File: src/rtl/count_pkg.sv
// rtl/count_pkg.sv - shared width default and direction encoding for up_down_count
package count_pkg;

   localparam int COUNT_WIDTH_DEFAULT = 16;

   typedef enum logic {
      DIR_UP   = 1'b0,
      DIR_DOWN = 1'b1
   } dir_e;

endpackage

File: src/rtl/count_step.sv
// rtl/count_step.sv - combinational next-value and wrap-detect for the up/down counter
module count_step
   import count_pkg::*;
#(
   parameter int WIDTH = COUNT_WIDTH_DEFAULT
) (
   input  logic [WIDTH-1:0] i_value,
   input  dir_e             i_dir,
   output logic [WIDTH-1:0] o_next,
   output logic             o_wrap
);

   always_comb begin
      o_next = i_value;
      o_wrap = 1'b0;
      if (i_dir == DIR_DOWN) begin
         o_next = i_value - 1'b1;
         o_wrap = (i_value == '0);
      end else begin
         o_next = i_value + 1'b1;
         o_wrap = (&i_value);
      end
   end

endmodule

File: src/rtl/up_down_count.sv
// rtl/up_down_count.sv - free-running modulo-2^WIDTH up/down counter; COUNT_WRAP_FLAG_EN adds the wrap pulse
module up_down_count
   import count_pkg::*;
#(
   parameter int WIDTH = COUNT_WIDTH_DEFAULT
) (
   input  logic             clk,
   input  logic             rst,
   input  logic             up_down,
`ifdef COUNT_WRAP_FLAG_EN
   output logic             wrap,
`endif
   output logic [WIDTH-1:0] count_out,
   output logic             up_count
);

   logic [WIDTH-1:0] r_count;
   logic             r_up_count;
   logic [WIDTH-1:0] w_next;
   logic             w_wrap_det;
   dir_e             w_dir;

   assign w_dir = dir_e'(up_down);

   count_step #(
      .WIDTH (WIDTH)
   ) u_step (
      .i_value (r_count),
      .i_dir   (w_dir),
      .o_next  (w_next),
      .o_wrap  (w_wrap_det)
   );

   always_ff @(posedge clk) begin
      if (!rst) begin
         r_count    <= '0;
         r_up_count <= 1'b0;
      end else begin
         r_count    <= w_next;
         r_up_count <= up_down;
      end
   end

   assign count_out = r_count;
   assign up_count  = r_up_count;

`ifdef COUNT_WRAP_FLAG_EN
   logic r_wrap;

   // Registered alongside the count so the pulse lines up with the wrapped value.
   always_ff @(posedge clk) begin
      if (!rst) begin
         r_wrap <= 1'b0;
      end else begin
         r_wrap <= w_wrap_det;
      end
   end

   assign wrap = r_wrap;
`else
   logic w_unused_wrap;
   assign w_unused_wrap = w_wrap_det;
`endif

endmodule

File: config.mk
export PLATFORM = sky130hd
export DESIGN_NAME = up_down_count
export DESIGN_NICKNAME = d
export VERILOG_FILES = /design/src/rtl/count_pkg.sv /design/src/rtl/count_step.sv /design/src/rtl/up_down_count.sv
export SDC_FILE = /design/constraint.sdc
export NUM_CORES = 1
export LEC_CHECK = 0
export CORE_MARGIN = 4
export CORE_UTILIZATION = 50
export DETAILED_ROUTE_END_ITERATION = 10
export PLACE_DENSITY = 0.75
export SLEW_MARGIN = 40
export SYNTH_ARGS = -nofsm -noshare
export SYNTH_HDL_FRONTEND = slang
export SYNTH_HIERARCHICAL = 1
export SYNTH_SLANG_ARGS = --single-unit
File: constraint.sdc
create_clock -name clk -period 2.95 [get_ports clk]
set_clock_uncertainty 0.1 [all_clocks]
set_input_delay 0.295 -clock clk [delete_from_list [all_inputs] [get_ports clk]]
set_output_delay 0.295 -clock clk [all_outputs]
set_load 0.02 [all_outputs]
# --- Word level (Yosys, flattened, before mapping) ---
# Cells that the tools add are included.
# W data, S select, Z words.
op_classes:
  muxes: 1
  add_sub_neg: 2
ops:
  columns: ["operator", "count"]
  rows:
  - ["$add A16 B1 Y16 const B", 1]
  - ["$mux W16", 1]
  - ["$sub A16 B1 Y16 const B", 1]
word_totals:
  inputBits: 3
  elab_cells: 5
  reg_bits: 17

# --- Longest topological paths before layout ---
logic_depth:
  depth_word: 2
  mapped_depth: 8
  depth_no_buf: 7

# --- Modules after synthesis ---
# The synthesis kept the hierarchy.
modules_own_cells:
  columns: ["module", "seq_area_each_um2", "instances", "cells_per_inst", "area_per_inst_um2"]
  rows:
  - ["count_step", 0.0, 1, 112, 807.0]
  - ["up_down_count", 340.3, 1, 35, 474.2]

# --- Worst setup path before layout ---
# No wires, ideal clock.
synth_path:
  path_type: "reg2reg"
  start: "reg r_count[0], in the netlist count_out[0]"
  end: "reg r_count[10], in the netlist count_out[10]"
  path_slack_ns: 0.712
  n_path_buf: 0
  arrival_ns: 2.023
  required_ns: 2.735
  stages_incl_launch_ff: 8
  cell_sequence: "dfxtp_1 -> fa_1 -> a21o_2 -> a311oi_2 -> o21ai_1 -> a311oi_1 -> nor3_1 -> and2_1"
synth_via:
  elab_chain_cells: 2
  word_cells_on_any_way: 3
  cone_classes: "add/sub: 2; mux: 1"
synth_rtl:
  columns: ["element", "line_no", "text"]
  rows:
  - ["from (decl)", "up_down_count.sv:17", "logic [WIDTH-1:0] r_count;"]
  - ["from (signal assigned)", "up_down_count.sv:39", "r_count <= w_next;"]
  - ["$add A16 B1 Y16 / $sub A16 B1 Y16 (equally long branches)", "count_step.sv:20, count_step.sv:17", null]
  - ["$mux W16 *", "count_step.sv:16", "if (i_dir == DIR_DOWN) begin"]
  - ["net w_next[10]", "up_down_count.sv:19", "logic [WIDTH-1:0] w_next;"]
# Mark *: on every way through the listed nets, which the timed path passes. The rest lies on a longest branch.
# A chain may end at the register's enable or synchronous reset.

# --- Worst setup path in the final report ---
layout_path:
  start: "in up_down"
  end: "reg r_count[12], in the netlist count_out[12]"
layout_via:
  elab_chain_cells: 1
layout_rtl:
  columns: ["element", "line_no", "text"]
  rows:
  - ["from (decl)", "up_down_count.sv:9", "input logic up_down,"]
  - ["$mux W16", "count_step.sv:16", null]
  - ["net w_next[12]", "up_down_count.sv:19", null]
# The timed path passes the listed nets, and every way through them passes these cells.

==> results.toml <==
[grt]
grt_max_degree = 18
grt_usage = 0.171
antenna_found_initial = 0
grt.overflow.total = 0
grt_pass1_vias = 1025
grt_pass1_wl_um = 4480

[timing]
fin_setup_tns_ps = 0
worst_slew_pin_slew_ps = 553
finalCriticalPeriod_ps = 2570
rsz0062_at_grt = "no"
hold_viol_final = 0
drv_slew = 0
slew_headroom = 0.631
min_period_over_period = 0.870
timing.fmax_mhz = 390
worst_slack_ps = 383
finalSetupViolCount = 0

[clocking]
cts_tree = "yes"
cts_buffer_depth = 2
post_cts_buffers = 0
cts_resized = 0
cts.root.buffer_cell = "clkbuf_4"
numClockSinks = 17
clk_pin_slew_worst_paths_ps = 110
cts_max_level = 1
cts_buffers = 3
clk_latency_ps = 300
ctsHoldBuffers = 0

[placement]
globalplace.congestion = 0.950
dp.cells = 181
port_buffers = 19
hpwl_um = 2000
dp_slack_ps = 75.1

[worst_setup_path]
cp_top_family = "buffers and inverters"
worstSetupStartpointType = "input pin"
crit_slowest_cell = "clkdlybuf4s50_1"
critPathKind = "in2reg"
cp_num_buf_inv = 3
crit_arrival_ps = 2670
crit_path_end_kind = "register"
cp_max_fo = 12
required_ps = 3050
crit_chain = "clkdlybuf4s50_1 -> buf_4 -> ha_1 -> nand3_1 -> a2bb2oi_1 -> clkinv_1 -> o41ai_2 -> xnor2_1 -> and2_1"
max_stage_delay_ps = 630

[detailed_routing]
final_antenna_net_count = 0
vias = 1070
dr.pass1.iters = 4
drt-vias-per-instance = 5.78
wl_per_cell_um = 14.2
wl_um = 2630
drt_iter0_markers = 21
route.detailed.drc = 0

[final_layout]
area_growth_pct = 20.3
antenna_cells = 0
final_util = 0.642
instances_no_fill = 185
nets = 176
final_layout_size_suffix_gt1_frac = 0.140

[yosys]
syn_area_sq_mm = 0.00120
syn_nets = 153
ys_warn_count = 6
avgSynthCellArea_sq_um = 8.92
syn_inst = 135

[floorplanning]
rows = 17
io_pins = 20
initial_core_util = 0.534
die_w_um = 57.1
coreArea_sq_mm = 0.00225
die-area_sq_mm = 0.00326
die_y_um = 57.1

[outcome]
status = "finished, final reports clean"

[flow_run]
max_cap_violations = 0

[power]
power_w = 0.00163
peakVddDrop_uv = 554
power-per-cell-area_mw_per_mm2 = 1130
leakage_nw = 0.611

[min_path]
hold_path_class = "reg2reg"
per-stage QoR:
| stage | hold WS [ps] | cell area, sq um |
|---|---|---|
| 3_5_place_dp | 453 | 1420 |
| 2_1_floorplan | 331 | 1200 |
| 3_3_place_gp | 440 | 1420 |
| 5_1_grt | 526 | 1450 |
| 4_1_cts | 479 | 1450 |
| 6_report | 477 | 1450 |
routing by layer:
| layer | vias up | global-route usage | routed length, um | share of wire |
|---|---|---|---|---|
| li1 | 529 | - | - | - |
| met1 | 503 | 0.220 | 1220 | 0.46 |
| met2 | 28 | 0.264 | 1240 | 0.47 |
| met3 | 10 | 0.0317 | 91 | 0.035 |
| met4 | 0 | 0.103 | 85 | 0.032 |
| met5 | - | 0 | 0 | 0 |
report_power, final:
| part | switching (W) | internal (W) |
|---|---|---|
| logic | 0.000576 | 0.000543 |
| clock network | 0.0000779 | 0.0000527 |
| registers | 0.0000547 | 0.000325 |
cells in the final DEF (no fill, tap or decap), drive strengths merged, types with 5 or more instances in the layout:
master	n
ha	14
xor2	5
xnor2	10
o21ai	7
a21oi	16
clkdlybuf4s50	19
and2	17
nand2	7
nor2	5
nand3	6
dfxtp	17
worst paths after layout:
| path | from | endpoint | slack (ps) | depth (start not counted) |
|---|---|---|---|---|
| max reg2reg | count_out[0]$_SDFF_PN0_ | count_out[10]$_SDFF_PN0_ | 700 | 7 |
| min | count_out[0]$_SDFF_PN0_ | count_out[0]$_SDFF_PN0_ | 480 | 2 |
| min reg2reg | count_out[0]$_SDFF_PN0_ | count_out[0]$_SDFF_PN0_ | 480 | 2 |
| max | up_down | count_out[12]$_SDFF_PN0_ | 380 | 9 |
sequential cells by signal (all words and copies together), names as in the netlist:
register,cells
up_count,1
count_out,16
worst register-to-register path: cells and delay by family, from the launching register on:
kind	cells	cell delay (ps)
fa+ha+maj	1	460
simple gates	2	220
compound gates	4	1020
flops	1	370
final cells by class:
type	count	area (sq um)
multi-input combinational	111	830
fill	217	807
sequential	17	340
timing repair buffer	20	198
tap	28	35.0
clock buffer	4	26.3
inverter	5	18.8
Note: power is estimated with default switching activity, not from simulation.
